--- config.mk ---
export PLATFORM = sky130hd
export DESIGN_NAME = branch_predictor
export DESIGN_NICKNAME = d
export VERILOG_FILES = /design/src/rtl/branch_predictor.sv
export SDC_FILE = /design/constraint.sdc
export NUM_CORES = 2
export LEC_CHECK = 0
export ABC_AREA = 0
export BUFFER_PORTS_ARGS = -buffer_cell sky130_fd_sc_hd__buf_2
export CORE_UTILIZATION = 50
export CTS_CLUSTER_DIAMETER = 100
export CTS_CLUSTER_SIZE = 20
export DETAILED_ROUTE_END_ITERATION = 16
export PLACE_DENSITY = 0.67
export SLEW_MARGIN = 10
export SYNTH_ARGS = -nofsm -noshare
export SYNTH_HDL_FRONTEND = slang
export SYNTH_SLANG_ARGS = --single-unit
--- constraint.sdc ---
create_clock -name clk -period 5.3 [get_ports clk]
set_input_delay 0.265 -clock clk [delete_from_list [all_inputs] [get_ports clk]]
set_output_delay 0.265 -clock clk [all_outputs]
set_load 0.005 [all_outputs]
--- src/rtl/branch_predictor.sv ---
// ---------------------------------------------------------------------------
// branch_predictor
//
// Fetch-side branch predictor paired with the Execute-stage branch resolver.
// A direct-mapped BTB (valid, tag, target) plus a 2-bit saturating counter
// per entry predicts taken/not-taken and the next fetch PC for PCF. Resolved
// branches in E train the table, and mispredictions are flagged with the
// corrected PC for the F/D flush.
//
// Optional feature: define BP_PERF_CNT_EN to add saturating branch and
// misprediction counters (BranchCountE, MispredCountE).
//
// Ports
//   clk            in   1   clock, posedge
//   reset          in   1   asynchronous, active-high
//   PCF            in   32  fetch PC
//   PredTakenF     out  1   predicted taken
//   PredPCF        out  32  predicted next PC
//   PCE            in   32  PC of the instruction in E
//   BranchE        in   1   E holds a valid conditional branch
//   NeedBranchE    in   1   resolved outcome: taken
//   BranchTargetE  in   32  resolved target
//   PredTakenE     in   1   prediction carried to E
//   PredPCE        in   32  predicted PC carried to E
//   MispredictE    out  1   redirect required
//   CorrectPCE     out  32  redirect PC
//   BranchCountE   out  32  (BP_PERF_CNT_EN) resolved branch count
//   MispredCountE  out  32  (BP_PERF_CNT_EN) misprediction count
// ---------------------------------------------------------------------------
module branch_predictor #(
    parameter int INDEX_BITS = 6,
    parameter int TAG_BITS   = 8
) (
    input  logic        clk,
    input  logic        reset,
    input  logic [31:0] PCF,
    output logic        PredTakenF,
    output logic [31:0] PredPCF,
    input  logic [31:0] PCE,
    input  logic        BranchE,
    input  logic        NeedBranchE,
    input  logic [31:0] BranchTargetE,
    input  logic        PredTakenE,
    input  logic [31:0] PredPCE,
    output logic        MispredictE,
    output logic [31:0] CorrectPCE
`ifdef BP_PERF_CNT_EN
    ,
    output logic [31:0] BranchCountE,
    output logic [31:0] MispredCountE
`endif
);
    localparam int ENTRIES = 1 << INDEX_BITS;

    logic                  valid      [ENTRIES];
    logic [1:0]            ctr        [ENTRIES];
    logic [TAG_BITS-1:0]   tag_mem    [ENTRIES];
    logic [31:0]           target_mem [ENTRIES];

    logic [INDEX_BITS-1:0] idx_f;
    logic [INDEX_BITS-1:0] idx_e;
    logic [TAG_BITS-1:0]   tag_f;
    logic [TAG_BITS-1:0]   tag_e;
    logic                  hit_f;
    logic                  hit_e;
    logic [31:0]           pcf_plus4;
    logic [31:0]           pce_plus4;

    assign idx_f = PCF[INDEX_BITS+1:2];
    assign tag_f = PCF[INDEX_BITS+2 +: TAG_BITS];
    assign idx_e = PCE[INDEX_BITS+1:2];
    assign tag_e = PCE[INDEX_BITS+2 +: TAG_BITS];

    assign pcf_plus4 = PCF + 32'd4;
    assign pce_plus4 = PCE + 32'd4;

    // Prediction reads the table directly; an E-stage write to the same
    // index becomes visible to F only on the following cycle.
    assign hit_f      = valid[idx_f] && (tag_mem[idx_f] == tag_f);
    assign PredTakenF = hit_f && ctr[idx_f][1];
    assign PredPCF    = PredTakenF ? target_mem[idx_f] : pcf_plus4;

    assign hit_e = valid[idx_e] && (tag_mem[idx_e] == tag_e);

    // A correctly predicted taken branch can still redirect if the BTB
    // supplied a stale target.
    assign MispredictE = BranchE &&
                         ((NeedBranchE != PredTakenE) ||
                          (NeedBranchE && (PredPCE != BranchTargetE)));
    assign CorrectPCE  = NeedBranchE ? BranchTargetE : pce_plus4;

    always_ff @(posedge clk or posedge reset) begin
        if (reset) begin
            for (int i = 0; i < ENTRIES; i++) begin
                valid[i] <= 1'b0;
                ctr[i]   <= 2'b01;
            end
        end else if (BranchE) begin
            if (hit_e) begin
                if (NeedBranchE) begin
                    if (ctr[idx_e] != 2'b11) ctr[idx_e] <= ctr[idx_e] + 2'd1;
                end else begin
                    if (ctr[idx_e] != 2'b00) ctr[idx_e] <= ctr[idx_e] - 2'd1;
                end
            end else if (NeedBranchE) begin
                valid[idx_e] <= 1'b1;
                ctr[idx_e]   <= 2'b10;
            end
        end
    end

    // Tag and target carry no reset. Any taken branch writes them: on a hit
    // the tag is unchanged, on a miss this is the allocation. A write while
    // reset is held is harmless because the entry stays invalid.
    always_ff @(posedge clk) begin
        if (BranchE && NeedBranchE) begin
            tag_mem[idx_e]    <= tag_e;
            target_mem[idx_e] <= BranchTargetE;
        end
    end

`ifdef BP_PERF_CNT_EN
    always_ff @(posedge clk or posedge reset) begin
        if (reset) begin
            BranchCountE  <= 32'd0;
            MispredCountE <= 32'd0;
        end else begin
            if (BranchE && (BranchCountE != 32'hFFFF_FFFF))
                BranchCountE <= BranchCountE + 32'd1;
            if (MispredictE && (MispredCountE != 32'hFFFF_FFFF))
                MispredCountE <= MispredCountE + 32'd1;
        end
    end
`endif

endmodule

Word level (Yosys, flattened, before mapping)
Memory sizes are Yosys's and may differ from the RTL's.
Index checks and enable logic that the tools add are counted.
{ "totals": {"out_inout_bits": 66, "rom_bits": 0, "register_bits": 192, "in_bits": 133, "latchBits": 0, "ram_bits": 2560, "mem_count": 2} }
{ "classes": {"mul": 0, "n_lt_le_gt_ge": 3, "n_eq_ne": 6, "reduce_logical": 13, "bitwise": 7, "shifts": 0, "div_mod_pow": 0, "n_addsub": 4, "n_mux": 27} }
{ "memory_table": {"columns": ["name", "words", "width", "rd", "rd_clocked_by_memory_dff", "wr", "line", "rtl"], "rows": [
  ["target_mem", 64, 32, 1, 0, 1, "58", "logic [31:0] target_mem [ENTRIES];"],
  ["tag_mem", 64, 8, 2, 0, 1, "57", "logic [TAG_BITS-1:0] tag_mem [ENTRIES];"]
]} }
{ "ops": {"columns": ["cell", "n"], "rows": [
  ["$mux W128", 5],
  ["$bwmux W128", 2],
  ["$or A64 B64 Y64", 2],
  ["$add A32 B3 Y32 const B", 2],
  ["$and A64 B64 Y64", 1],
  ["$mux W32", 2],
  ["$not A64 Y64", 1],
  ["$ne A32 B32 Y1", 1],
  ["$bmux W2 S6", 2],
  ["$eq A8 B8 Y1", 2],
  ["$ge A7 B7 Y1 const B", 2],
  ["$not A6 Y7", 2],
  ["$bmux W1 S6", 2],
  ["$demux W2 S6", 1],
  ["$mux W2", 5],
  ["$logic_and A1 B1 Y1", 7],
  ["$lt A7 B1 Y1 const B", 1],
  ["$mux W1", 7],
  ["$demux W1 S6", 1],
  ["$reduce_bool A2 Y1", 3],
  ["$reduce_and A4 Y1", 1],
  ["$ne A3 B2 Y1 const B", 1],
  ["$reduce_and A3 Y1", 1],
  ["$add A2 B1 Y2 const B", 1],
  ["5 further kinds", 5]
]} }

Logic depth before layout (Yosys ltp)
{ "depth": {"ltp_word": 9, "mapped_depth": 21, "depth_no_buf": 13} }

Least setup slack after synthesis
No wires, ideal clock.
{ "synth_path": {"path_kind": "input to register", "startpoint": "input PCE[4]", "endpoint": "register ctr[83] (netlist bit)", "stages": 12, "path_buffers": 8, "slack_ns": 0.854, "required_time_ns": 5.175, "arrival_time_ns": 4.321, "cell_sequence": "buf_6 buf_6 buf_6 buf_6 buf_6 buf_4 clkbuf_1 buf_1 nand2_1 nor2_1 a32oi_1 mux2_2"} }
{ "synth_between": {"elab_chain_cells": 9, "word_cells_on_any_way": 31, "classes_between": "2 x add/sub; 2 x order compare; 3 x eq/ne; 15 x mux; 2 x bitwise; 6 x reduce/logical; 1 x memory"} }
{ "synth_rtl": {"columns": ["item", "line", "rtl"], "rows": [
  ["start: declaration", "39", "input logic [31:0] PCE,"],
  ["$not A6 Y7 (not written as such)", null, null],
  ["$bmux W2 S6 (tied with other cells)", "101, 103", null],
  ["$mux W2 (not written as such) / $logic_and A1 B1 Y1 (equally long branches)", "101, 103, 107", null],
  ["$mux W2, on equally long branches", "101, 103, 107", null],
  ["$sub A2 B1 Y2 (tied with other cells)", "103", "if (ctr[idx_e] != 2'b00) ctr[idx_e] <= ctr[idx_e] - 2'd1;"],
  ["$bwmux W128, on equally long branches", "103, 101", null],
  ["$mux W128, on equally long branches", "103, 101", null],
  ["$mux W128", "100", "if (NeedBranchE) begin"],
  ["$mux W128", "99", "if (hit_e) begin"],
  ["end signal: indexed assignment", "96", "ctr[i] <= 2'b01;"],
  ["end signal: indexed assignment", "107", "ctr[idx_e] <= 2'b10;"],
  ["end: declaration", "56", "logic [1:0] ctr [ENTRIES];"]
]} }
Parallel ways exist; a longest one is shown, timed or not. The select of a mux whose other input is x is not followed.
A chain may end at the register's enable or synchronous reset.

Worst setup path after layout
{ "layout_path": {"startpoint": "input PCF[2]", "endpoint": "output PredPCF[31]"} }
{ "layout_between": {"elab_chain_cells": 7, "word_cells_on_any_way": 14, "classes_between": "1 x add/sub; 1 x eq/ne; 7 x mux; 1 x bitwise; 2 x reduce/logical; 2 x memory"} }
{ "layout_rtl": {"columns": ["item", "line", "rtl"], "rows": [
  ["start: declaration", "36", "input logic [31:0] PCF,"],
  ["branches (longest 6 deep; another with $mem_v2 Z64 W8)", null, null],
  ["$mux W32 (*)", "81", "assign PredPCF = PredTakenF ? target_mem[idx_f] : pcf_plus4;"],
  ["end: declaration", "38", "output logic [31:0] PredPCF,"]
]} }
Every way passes the cells marked *. The select of a mux whose other input is x is not followed.

==> results.yml <==
synth:
  ys_warn_count: 0
  synth.distinct_cells: 74
  synth_top_area_frac: 0.673
  mappedNetlistArea_um2: 114000
  ys.flop_type: "edfxtp_1"
  synth_cells: 5484
  ys_top_cells_by_area: "edfxtp_1 (67%), mux4_2 (18%), dfrtp_1 (2.8%)"
  synth_edf_count: 2560
  synth_common_cells: "edfxtp_1 (2,560), mux4_2 (893), nor2_1 (197)"
  synth-seq-cells: 2752
  seq_area_frac_synth: 0.716
  syn_nets: 5621
  async_reset_ff_frac: 0.0698
  yosysTopAreaCell: "edfxtp_1"
  avgSynthCellArea_um2: 20.8
  synth_most_common_cell: "edfxtp_1"
setup_path:
  worstPathMaxFanout: 54
  cp.required_ns: 5.04
  slowest_delay_ns: 0.69
  cpMaxStageDelayCell: "a21oi_1"
  crit_chain: "buf_8 -> buf_4 -> buf_4 -> o21ai_0 -> mux4_2 -> mux4_2 -> a21oi_1 -> nor4_1 -> nand4b_1 -> buf_4 -> mux2_2 -> buf_2"
  crit_path_start_kind: "input pin"
  crit_path_end_kind: "primary output"
  cp.arrival_ns: 4.60
  path_class: "in2out"
  cp_common_cell: "buf_4"
detailed_routing:
  drt_first_pass_iters: 9
  via_per_inst: 7.12
  top_layer_used: "met5"
  m1WireLength_mm: 131
  drt-initial-drc-count: 10400
  ant_nets: 0
  route.met3.wl_mm: 42.2
  wl_per_cell_um: 40.7
  met2_length_mm: 166
  drc: 0
  drt_wl_total_mm: 361
  vias: 63200
die:
  die_w_um: 480
  io_pins: 199
  rows: 175
  core_area_um2: 227000
  initial_core_util: 0.502
  die_height_um: 480
  die_area_um2: 230000
cells_and_area:
  final_cells: 8875
  finalInstanceArea_um2: 126000
  layout-drive-gt1-share: 0.310
  finish.utilization: 0.553
  nets: 5941
  syn_to_final_growth_pct: 10.1
clock_tree:
  cts_max_level: 4
  cts_root_buf: "clkbuf_16"
  cts_made_buffers: 157
  cts_resized: 0
  cts_tree: "done"
  clock_path_buffers: 3
  clkLatencyLatePin_ns: 0.88
  clkTransAtPathRegs_ns: 0.08
  clock-sinks: 2752
timing:
  setup_tns_ns: 0
  fin_crit_ns: 4.87
  hold_viol_final: 0
  rsz0062_at_grt: "false"
  fmax_mhz: 206
  worst_slew_pin_slew_ns: 1.27
  fin_worst_skew_ns: 0.0735
  timing.slew.headroom: 0.148
  finalSetupViolCount: 0
  drv_slew: 0
  min_period_over_period: 0.918
placed_design:
  place.gp.congestion: 0.963
  dp_hpwl_mm: 208
  dpl_cell_area_um2: 121000
  placedCellCount: 8644
  port_buffers: 198
status:
  status: "completed"
job:
  maxCapViolations: 0
grt:
  grt_max_degree: 193
  grt_pass1_vias: 61200
  antenna_found_initial: 28
  grt_pass1_wl_mm: 496
  globalRouteTotalUtil: 0.314
  overflow: 0
power_and_ir_drop:
  power.leakage_nw: 40.1
  ir_worst_vdd_v: 0.000324
  pwr_density_cell_nw_per_um2: 316
hold_path:
  hold_class: "in2reg"
==> report_power, final <==
group	internal (mW)	switching, mW	total (mW)
registers	23.9	0.177	24.1
clock network	5.56	6.99	12.6
logic	1.22	1.81	3.03
total	30.7	8.98	39.7
==> worst max-delay path: cells and delay by family <==
kind	cells	cell delay (ns)
and+or+nand+nor	2	0.28
buffers and inverters	5	1.74
AOI/OAI and AO/OA	2	0.83
muxes	3	1.40
==> cells by family (layout without fill, tap and decap cells) <==
kind of cell             count (synthesis)  count (layout)  synth area share
flip-flops                            2752            2752             0.716
multiplexers                          1210            1210             0.206
AND/OR/NAND/NOR                        535             535            0.0218
AO/OA/AOI/OAI                          499             499            0.0319
buffers and inverters                  383             747            0.0161
XOR/XNOR                               101             101           0.00775
adder cells (fa/ha/maj)                  4               4          0.000438
other                                    0              18                 0
==> cell usage in the layout, fill, tap and decap left out, drive strengths merged, types with 7 or more instances in the layout <==
cell type       n
dfstp          64
nor4           10
nor2          198
buf           522
a21o           63
nand4          20
and3           15
nand3          46
inv            17
mux2          187
a22o            7
a22oi          47
o22a           16
xor2           50
and4            8
mux4          893
nor2b          12
a31oi          25
a32oi          76
dfrtp         128
diode          18
o21ai          91
clkbuf        185
a221o          14
a221oi         46
mux2i         130
nand2         147
nor3           30
and2           14
clkinv         12
a21oi          28
o22ai          45
nand2b          8
xnor2          51
edfxtp       2560
dlygate4sd3    10
==> stage by stage <==
| step | setup WS, ns | hold slack [ns] | total power [mW] |
|---|---|---|---|
| 6_report | 0.434 | 0.0422 | 39.7 |
| 5_1_grt | 0.223 | 0.0342 | 40.6 |
| 4_1_cts | 0.486 | 0.00863 | 39.7 |
| 3_5_place_dp | 0.515 | 0.468 | 27.6 |
| 3_3_place_gp | 0.543 | 0.459 | 27.5 |
| 2_1_floorplan | 0.854 | 0.364 | 26.2 |
==> final timing paths <==
| check | slack (ns) | start | to | depth (start not counted) |
|---|---|---|---|---|
| worst min-delay path | 0.04 | BranchTargetE[0] | target_mem[45][0] | 2 |
| max in group asynchronous | 4.25 | reset | ctr[69] | 4 |
| min in group asynchronous | 0.31 | reset | valid[47] | 4 |
| worst max register to register | 1.16 | tag_mem[39][7] | ctr[33] | 12 |
| worst max-delay path | 0.43 | PCF[2] | PredPCF[31] | 12 |
| worst min register to register | 0.48 | valid[38] | valid[38] | 1 |
==> timing repair <==
action / CTS / global route
hold endpoints to repair: 279 / 0
hold buffers: 10 / 0
setup buffers: 0 / 0
==> layout make-up <==
class	instances	area, µm²
Multi-Input combinational cell	2349	31100
Antenna cell	18	45.0
Sequential cell	2752	81800
Fill cell	16900	102000
Tap cell	3009	3760
Timing Repair Buffer	532	4520
Inverter	12	48.8
Clock buffer	185	4110
Clock inverter	18	314
==> metal layers <==
metal,vias up,global-route usage
met5,-,0
met4,12,0.161
met3,932,0.0782
met2,4607,0.475
met1,34000,0.428
li1,23700,-
==> state kept, by name (all words and copies together), names as in the netlist <==
name,cells
valid,64
ctr,128
target_mem,2048
tag_mem,512
No activity file was read; power rests on OpenSTA's default activity.
